--- src/rtl/cmp_vector_sequencer.sv ---
// -----------------------------------------------------------------------------
// cmp_vector_sequencer
//
// Self-checking stimulus engine for a WIDTH-bit equals/not-equals comparator
// with a mode mux. It sweeps every {select, a, b} combination and drives each
// one onto dut_a/dut_b/dut_select. It then samples the comparator's bitwise
// and logical results and checks them against an internal golden model. Pass
// or fail, an error count and the first failing vector are reported.
//
// Ports:
//   clk             in   rising-edge clock
//   reset           in   asynchronous, active-high reset
//   start           in   one-cycle pulse; begins a sweep when not busy
//   dut_a           out  [WIDTH-1:0]   operand a to the comparator
//   dut_b           out  [WIDTH-1:0]   operand b to the comparator
//   dut_select      out  0 = equals mode, 1 = not-equals mode
//   dut_bitwise     in   [WIDTH-1:0]   comparator bitwise result
//   dut_logical     in   comparator logical result
//   busy            out  sweep in progress
//   done            out  sweep complete; held until the next start or reset
//   pass            out  done && err_count == 0
//   err_count       out  [2*WIDTH+1:0] number of failing vectors
//   vec_index       out  [2*WIDTH:0]   current vector {select, a, b}
//   first_err_vec   out  [2*WIDTH:0]   index of the first failing vector
//   first_err_valid out  at least one failure captured
//   dbg_state_o     out  [2:0]         current FSM state (IDLE=0 .. DONE=4)
//
// Start protocol: start is sampled on each rising edge. It is acted on only
// in IDLE or DONE. While a sweep runs it is ignored. No acknowledge is
// returned; busy rising on the same edge shows that the start was accepted.
//
// Per-vector timing: DRIVE takes 1 cycle and WAIT takes SETTLE cycles. The
// DUT response is registered every cycle. CHECK therefore compares the value
// the DUT presented in the last WAIT cycle. That cycle is SETTLE cycles after
// the vector first appeared. Each vector takes SETTLE+2 cycles in total.
// -----------------------------------------------------------------------------
module cmp_vector_sequencer #(
  parameter int WIDTH  = 4,
  parameter int SETTLE = 1
) (
  input  logic                 clk,
  input  logic                 reset,
  input  logic                 start,
  output logic [WIDTH-1:0]     dut_a,
  output logic [WIDTH-1:0]     dut_b,
  output logic                 dut_select,
  input  logic [WIDTH-1:0]     dut_bitwise,
  input  logic                 dut_logical,
  output logic                 busy,
  output logic                 done,
  output logic                 pass,
  output logic [2*WIDTH+1:0]   err_count,
  output logic [2*WIDTH:0]     vec_index,
  output logic [2*WIDTH:0]     first_err_vec,
  output logic                 first_err_valid,
  output logic [2:0]           dbg_state_o
);

  localparam int VW  = 2*WIDTH + 1;
  localparam int CW  = 2*WIDTH + 2;
  localparam int SCW = (SETTLE > 1) ? $clog2(SETTLE) : 1;

  localparam logic [VW-1:0]  LAST_VEC    = {VW{1'b1}};
  localparam logic [SCW-1:0] SETTLE_LAST = SCW'(SETTLE - 1);

  typedef enum logic [2:0] {
    S_IDLE  = 3'd0,
    S_DRIVE = 3'd1,
    S_WAIT  = 3'd2,
    S_CHECK = 3'd3,
    S_DONE  = 3'd4
  } state_t;

  state_t           state_q, state_d;
  logic [VW-1:0]    vec_q, vec_d;
  logic [SCW-1:0]   cnt_q, cnt_d;
  logic             busy_q, busy_d;
  logic             done_q, done_d;
  logic [CW-1:0]    err_q, err_d;
  logic [VW-1:0]    ferr_vec_q, ferr_vec_d;
  logic             ferr_valid_q, ferr_valid_d;
  logic [WIDTH-1:0] resp_bw_q;
  logic             resp_lg_q;

  // Golden model for the vector currently held in vec_q.
  logic             cur_sel;
  logic [WIDTH-1:0] cur_a;
  logic [WIDTH-1:0] cur_b;
  logic [WIDTH-1:0] exp_bw;
  logic             exp_lg;
  logic             mismatch;

  assign cur_sel = vec_q[VW-1];
  assign cur_a   = vec_q[2*WIDTH-1:WIDTH];
  assign cur_b   = vec_q[WIDTH-1:0];

  always_comb begin
    if (cur_sel) begin
      exp_bw = cur_a ^ cur_b;
      exp_lg = (cur_a != cur_b);
    end else begin
      exp_bw = ~(cur_a ^ cur_b);
      exp_lg = (cur_a == cur_b);
    end
  end

  // A bitwise and a logical mismatch on the same vector count as a single
  // failure.
  assign mismatch = (resp_bw_q != exp_bw) || (resp_lg_q != exp_lg);

  // State register.
  always_ff @(posedge clk or posedge reset) begin
    if (reset) begin
      state_q      <= S_IDLE;
      vec_q        <= '0;
      cnt_q        <= '0;
      busy_q       <= 1'b0;
      done_q       <= 1'b0;
      err_q        <= '0;
      ferr_vec_q   <= '0;
      ferr_valid_q <= 1'b0;
    end else begin
      state_q      <= state_d;
      vec_q        <= vec_d;
      cnt_q        <= cnt_d;
      busy_q       <= busy_d;
      done_q       <= done_d;
      err_q        <= err_d;
      ferr_vec_q   <= ferr_vec_d;
      ferr_valid_q <= ferr_valid_d;
    end
  end

  // The response is captured every cycle. CHECK then sees a value that was
  // stable one full cycle before the compare.
  always_ff @(posedge clk or posedge reset) begin
    if (reset) begin
      resp_bw_q <= '0;
      resp_lg_q <= 1'b0;
    end else begin
      resp_bw_q <= dut_bitwise;
      resp_lg_q <= dut_logical;
    end
  end

  // Next-state and datapath updates.
  always_comb begin
    state_d      = state_q;
    vec_d        = vec_q;
    cnt_d        = cnt_q;
    busy_d       = busy_q;
    done_d       = done_q;
    err_d        = err_q;
    ferr_vec_d   = ferr_vec_q;
    ferr_valid_d = ferr_valid_q;

    case (state_q)
      S_IDLE, S_DONE: begin
        // Results stay visible in DONE until a new sweep is requested.
        if (start) begin
          state_d      = S_DRIVE;
          vec_d        = '0;
          err_d        = '0;
          ferr_vec_d   = '0;
          ferr_valid_d = 1'b0;
          done_d       = 1'b0;
          busy_d       = 1'b1;
        end
      end

      S_DRIVE: begin
        state_d = S_WAIT;
        cnt_d   = '0;
      end

      S_WAIT: begin
        if (cnt_q == SETTLE_LAST) begin
          state_d = S_CHECK;
        end else begin
          cnt_d = cnt_q + SCW'(1);
        end
      end

      S_CHECK: begin
        if (mismatch) begin
          err_d = err_q + CW'(1);
          if (!ferr_valid_q) begin
            ferr_vec_d   = vec_q;
            ferr_valid_d = 1'b1;
          end
        end
        if (vec_q == LAST_VEC) begin
          state_d = S_DONE;
          busy_d  = 1'b0;
          done_d  = 1'b1;
        end else begin
          vec_d   = vec_q + VW'(1);
          state_d = S_DRIVE;
        end
      end

      default: begin
        state_d = S_IDLE;
      end
    endcase
  end

  // The operands are fields of the registered vector index. They stay stable
  // from DRIVE through CHECK.
  assign dut_select      = vec_q[VW-1];
  assign dut_a           = vec_q[2*WIDTH-1:WIDTH];
  assign dut_b           = vec_q[WIDTH-1:0];

  assign busy            = busy_q;
  assign done            = done_q;
  assign pass            = done_q && (err_q == '0);
  assign err_count       = err_q;
  assign vec_index       = vec_q;
  assign first_err_vec   = ferr_vec_q;
  assign first_err_valid = ferr_valid_q;
  assign dbg_state_o     = state_q;

endmodule

--- config.mk ---
export PLATFORM = sky130hd
export DESIGN_NAME = cmp_vector_sequencer
export DESIGN_NICKNAME = d
export VERILOG_FILES = /design/src/rtl/cmp_vector_sequencer.sv
export SDC_FILE = /design/constraint.sdc
export NUM_CORES = 1
export LEC_CHECK = 0
export CORE_MARGIN = 3
export CORE_UTILIZATION = 35
export CTS_BUF_LIST = sky130_fd_sc_hd__clkbuf_4 sky130_fd_sc_hd__clkbuf_8 sky130_fd_sc_hd__clkbuf_16
export DETAILED_ROUTE_END_ITERATION = 12
export GPL_TIMING_DRIVEN = 0
export HOLD_SLACK_MARGIN = 0.12
export PLACE_DENSITY = 0.62
export SYNTH_ARGS = -nofsm -noshare
export SYNTH_HDL_FRONTEND = slang
export SYNTH_SLANG_ARGS = --single-unit
export TNS_END_PERCENT = 10
--- constraint.sdc ---
create_clock -name clk -period 4.3 [get_ports clk]
set_input_delay 0.43 -clock clk [delete_from_list [all_inputs] [get_ports clk]]
set_output_delay 0.43 -clock clk [all_outputs]
set_load 0.01 [all_outputs]
# After elaboration in Yosys (flattened, before gate mapping)
# Index checks and enable logic that the tools add are counted.
# word_totals
elab_cells	67
out_inout_bits	44
regBits	40
inputBits	8
# classes
n_bitwise	2
addsub	3
eq_ne	15
mux	25
n_reduce_logical	12
# op_table
operator	count
9-bit 2-to-1 mux	4
9-bit case mux with 2 select lines	2
10-bit 2-to-1 mux	2
10-bit case mux with 2 select lines	1
2-bit != test (second input constant)	6
3-bit case mux with 4 select lines	1
10-bit by 1-bit adder with 10-bit output (second input constant)	1
10-bit zero test	1
9-bit by 1-bit adder with 9-bit output (second input constant)	1
9-bit equality test (second input constant)	1
3-bit 2-to-1 mux	3
3-bit AND reduction	3
4-bit != test	2
1-bit case mux with 2 select lines	4
1-bit 2-to-1 mux	7
3-bit by 2-bit equality test with 1-bit output (second input constant)	2
4-bit equality test	1
4-bit 2-to-1 mux	1
4-bit inverter	1
4-bit AND reduction	1
2-bit nonzero test	2
4-bit bitwise XOR	1
3-bit by 1-bit equality test with 1-bit output (second input constant)	1
3-bit equality test (second input constant)	1
other kinds (7)	7

# Logic depth before layout (Yosys ltp)
# logic_depth
ltp_word	7
depth_mapped	12

# Worst setup path before layout
# OpenSTA, ideal clock, no wires.
# synth_path
kind	register to register
from	register vec_q[0], in the netlist vec_index[0]
to	register vec_q[7], in the netlist vec_index[7]
setup_ps	132
path_stages_with_launch	12
n_path_buf	1
t_arrival_ps	2101
slack_ps	2066
required_time_ps	4168
cell_sequence	dfrtp_1 ha_1 nand3_1 nor3_1 ha_1 nor4bb_1 clkbuf_1 nor2_1 nor2_1 and3_1 xnor2_1 nor2_1
# synth_between
elab_chain_cells	3
word_cells_on_any_way	6
# synth_rtl
item	line	rtl
from (decl)	75	logic [VW-1:0] vec_q, vec_d;
from (signal assigned)	124	vec_q <= vec_d;
9-bit by 1-bit adder with 9-bit output or 9-bit equality test (tied branches)	197, 192	
9-bit 2-to-1 mux or 2-bit != test (tied branches)	n/a	
9-bit case mux with 2 select lines or 3-bit AND reduction (tied branches)	n/a	
# Several ways; a longest one is shown, not always the timed one. The select of a mux whose other input is x is not followed.
# A chain may end at the register's enable or synchronous reset.

# Final worst setup path
# Same ends and word-level chain as after synthesis.

==> results.json <==
{
  "outcome": "finished, final reports clean",
  "muxShareOfSynthArea_pct": 6.376,
  "setup_tns_ns": 0,
  "synthCells": 194,
  "fin_area_um2": 2684,
  "grt-ovfl-total": 0,
  "die_h_um": 81.25,
  "grt_pass1_wl_um": 7672,
  "p_sw_share_pct": 37.46,
  "timing.final.hold_violations": 0,
  "gp_congestion": 0.7819,
  "p_clk_share_pct": 16.6,
  "nNetsFinal": 264,
  "dieArea_um2": 6602,
  "cts_num_sinks": 39,
  "routed-via-count": 1553,
  "rows": 26,
  "io_buffer_count": 51,
  "path_max_fanout": 9,
  "via_per_inst": 4.808,
  "h-tree-depth": 2,
  "holdCritStartpoint": "busy",
  "synth_compound_area_share_pct": 10.23,
  "drv_slew": 0,
  "antenna_cells": 0,
  "r2r_slack_ns": 1.75,
  "startpoint": "vec_index[0]",
  "clk_pin_slew_ns": 0.07,
  "ir_drop_mv": 0.2745,
  "combPwrFrac_pct": 49.2,
  "gr-usage-all-layers_pct": 15.35,
  "synth-seq-area-share_pct": 49.24,
  "p_int_mw": 1.046,
  "rr_worst_depth": 11,
  "period_needed_ns": 2.554,
  "fp.dieW_um": 81.25,
  "hold_path.class": "reg2reg",
  "clock_latency_ns": 0.29,
  "ys_warn_count": 0,
  "min_to": "busy",
  "synth-simple-area-share_pct": 15.85,
  "worstMarginPinSlew_ns": 0.8156,
  "drc_errors": 0,
  "grt_max_degree": 40,
  "synthAdderAreaFrac_pct": 2.525,
  "clk_root_buffer_cell": "clkbuf_8",
  "period_share_pct": 59.40,
  "p_sw_mw": 0.6266,
  "critPathCaptureType": "register",
  "cp.arrival_ns": 2.71,
  "drt_iter0_markers": 54,
  "wirelength_um": 4508,
  "fmax_mhz": 391.5,
  "cts_setup_buffers": 0,
  "hold_depth": 2,
  "synth_top_family_by_area": "simple AND/OR/NAND/NOR gates",
  "io_pins": 52,
  "synth_xor_area_share_pct": 7.955,
  "cts_resized": 0,
  "rsz0062_at_grt": "false",
  "clk_path_buf_depth": 2,
  "syn_avg_cell_area_um2": 10.22,
  "core_area_um2": 5303,
  "cts_inserted_buffers": 5,
  "drive_above_1_share_pct": 9.881,
  "grt_pass1_vias": 1568,
  "crit_type": "reg2reg",
  "placed_cell_area_um2": 2580,
  "dp_hpwl_um": 3273,
  "area_growth_pct": 35.42,
  "antenna_found_initial": 0,
  "rr_endpoint": "vec_index[7]",
  "avgRoutedWirePerCell_um": 13.96,
  "cts_tree": "yes",
  "p_per_area_nw_per_um2": 623.3,
  "startpoint_type": "register",
  "initial_core_util_pct": 37.38,
  "maxCapViolations": 0,
  "final_cell_mix": "clkdlybuf4s50_1 (51), dfrtp_1 (39), nand2_1 (23)",
  "ant_nets": 0,
  "synth_seq_cells": 39,
  "pwr-share-seq_pct": 34.2,
  "required_ns": 4.45,
  "timing.rr.start": "vec_index[0]",
  "drt_pass1_iterations": 6,
  "maxSlewHeadroom_pct": 45.55,
  "syn_area_um2": 1982,
  "finalPower_mw": 1.673,
  "synth_nets": 206,
  "hold_buffers": 0,
  "power_leakage_nw": 1.161,
  "finalSetupViolCount": 0,
  "ys_types": 37,
  "mostFrequentLayoutCell": "clkdlybuf4s50_1",
  "skew_ns": 0.009323
}
## worst max-delay path, cell delays in order (launching register included)
cell	delay, ns
dfrtp_1	0.47
ha_1	0.29
nand3_1	0.08
nor3_1	0.06
ha_1	0.21
nor4bb_1	0.26
clkbuf_1	0.35
nor2_1	0.14
nor2_1	0.20
and3_1	0.20
xnor2_1	0.12
nor2_1	0.05
## logic make-up after synthesis
group,after synthesis
compound gates,26
xor+xnor,18
fa+ha+maj,4
buf+inv,31
flops,39
mux,12
simple gates,64
## synth_stat cells
master | instances | area, um2
mux2_2 | 1 | 11.26
a31o_1 | 1 | 8.760
a211o_1 | 1 | 8.760
o21a_1 | 5 | 37.54
o31ai_1 | 2 | 15.01
ha_1 | 4 | 50.05
dfrtp_1 | 39 | 975.9
a2bb2oi_1 | 5 | 43.79
nand3_1 | 6 | 30.03
or2_2 | 1 | 6.260
inv_1 | 15 | 56.30
and4_1 | 1 | 8.760
buf_2 | 1 | 5.000
a21boi_0 | 5 | 37.54
and3_1 | 6 | 37.54
mux2_4 | 1 | 15.01
nor3b_1 | 1 | 7.510
nor4_2 | 1 | 12.51
mux2i_1 | 10 | 100.1
nor2_1 | 14 | 52.55
nand4_1 | 3 | 18.77
nor4bb_1 | 1 | 10.01
nor4_1 | 3 | 18.77
o211ai_2 | 1 | 12.51
xnor2_1 | 14 | 122.6
and2_1 | 1 | 6.260
nand2_1 | 23 | 86.33
nor3_1 | 2 | 10.01
clkbuf_1 | 5 | 18.77
xor2_1 | 4 | 35.03
a21oi_1 | 1 | 5.000
o41ai_1 | 1 | 8.760
o22ai_1 | 2 | 12.51
o21ai_0 | 1 | 5.000
a22oi_1 | 1 | 7.510
buf_4 | 10 | 75.07
nor4b_1 | 1 | 8.760
## through the flow
step	utilization [%]	worst slack (ns)	cells	hold WS, ns
floorplan	-	2.066	194	0.4614
global placement	48.66	1.754	315	0.4694
detailed placement	48.66	1.767	315	0.4684
CTS	50.61	1.743	323	0.4898
global route	50.61	1.490	323	0.5117
finish	50.61	1.746	323	0.4808
## cell type report
class / count / area (um2)
Buffer: 16 / 98.84
Multi-Input combinational cell: 124 / 850.8
Sequential cell: 39 / 975.9
Timing Repair Buffer: 51 / 510.5
Tap cell: 70 / 87.58
Clock buffer: 8 / 103.9
Fill cell: 514 / 2619
Inverter: 15 / 56.30
## layer usage
layer / track usage, % / part of all wire, % / up-vias
met5: 0 / 0 / -
met4: 5.574 / 1.6 / 0
met3: 4.767 / 5.8 / 7
met2: 24.38 / 47 / 44
met1: 19.63 / 46 / 736
li1: - / - / 766
## worst max-delay path by stage
stage / endpoint / cells after the start
after floorplan: vec_index[7] / 11
after global placement: vec_index[7] / 11
after detailed placement: vec_index[7] / 11
after CTS: vec_index[7] / 11
after global routing: vec_index[7] / 12
final: vec_index[7] / 11
## sequential cells by signal (all words and copies together) (netlist names)
| signal | count |
|---|---|
| err_count | 10 |
| done | 1 |
| resp_lg_q | 1 |
| resp_bw_q | 4 |
| busy | 1 |
| vec_index | 9 |
| first_err_valid | 1 |
| first_err_vec | 9 |
| dbg_state_o | 3 |
## power groups by stage
stage	registers, mW	logic (mW)	clock network (mW)
floorplan	0.600	0.454	0
finish	0.572	0.823	0.278
global route	0.591	0.913	0.310
global placement	0.580	0.821	0
detailed placement	0.582	0.831	0
CTS	0.575	0.837	0.294
Note: power is estimated with default switching activity, not from simulation.
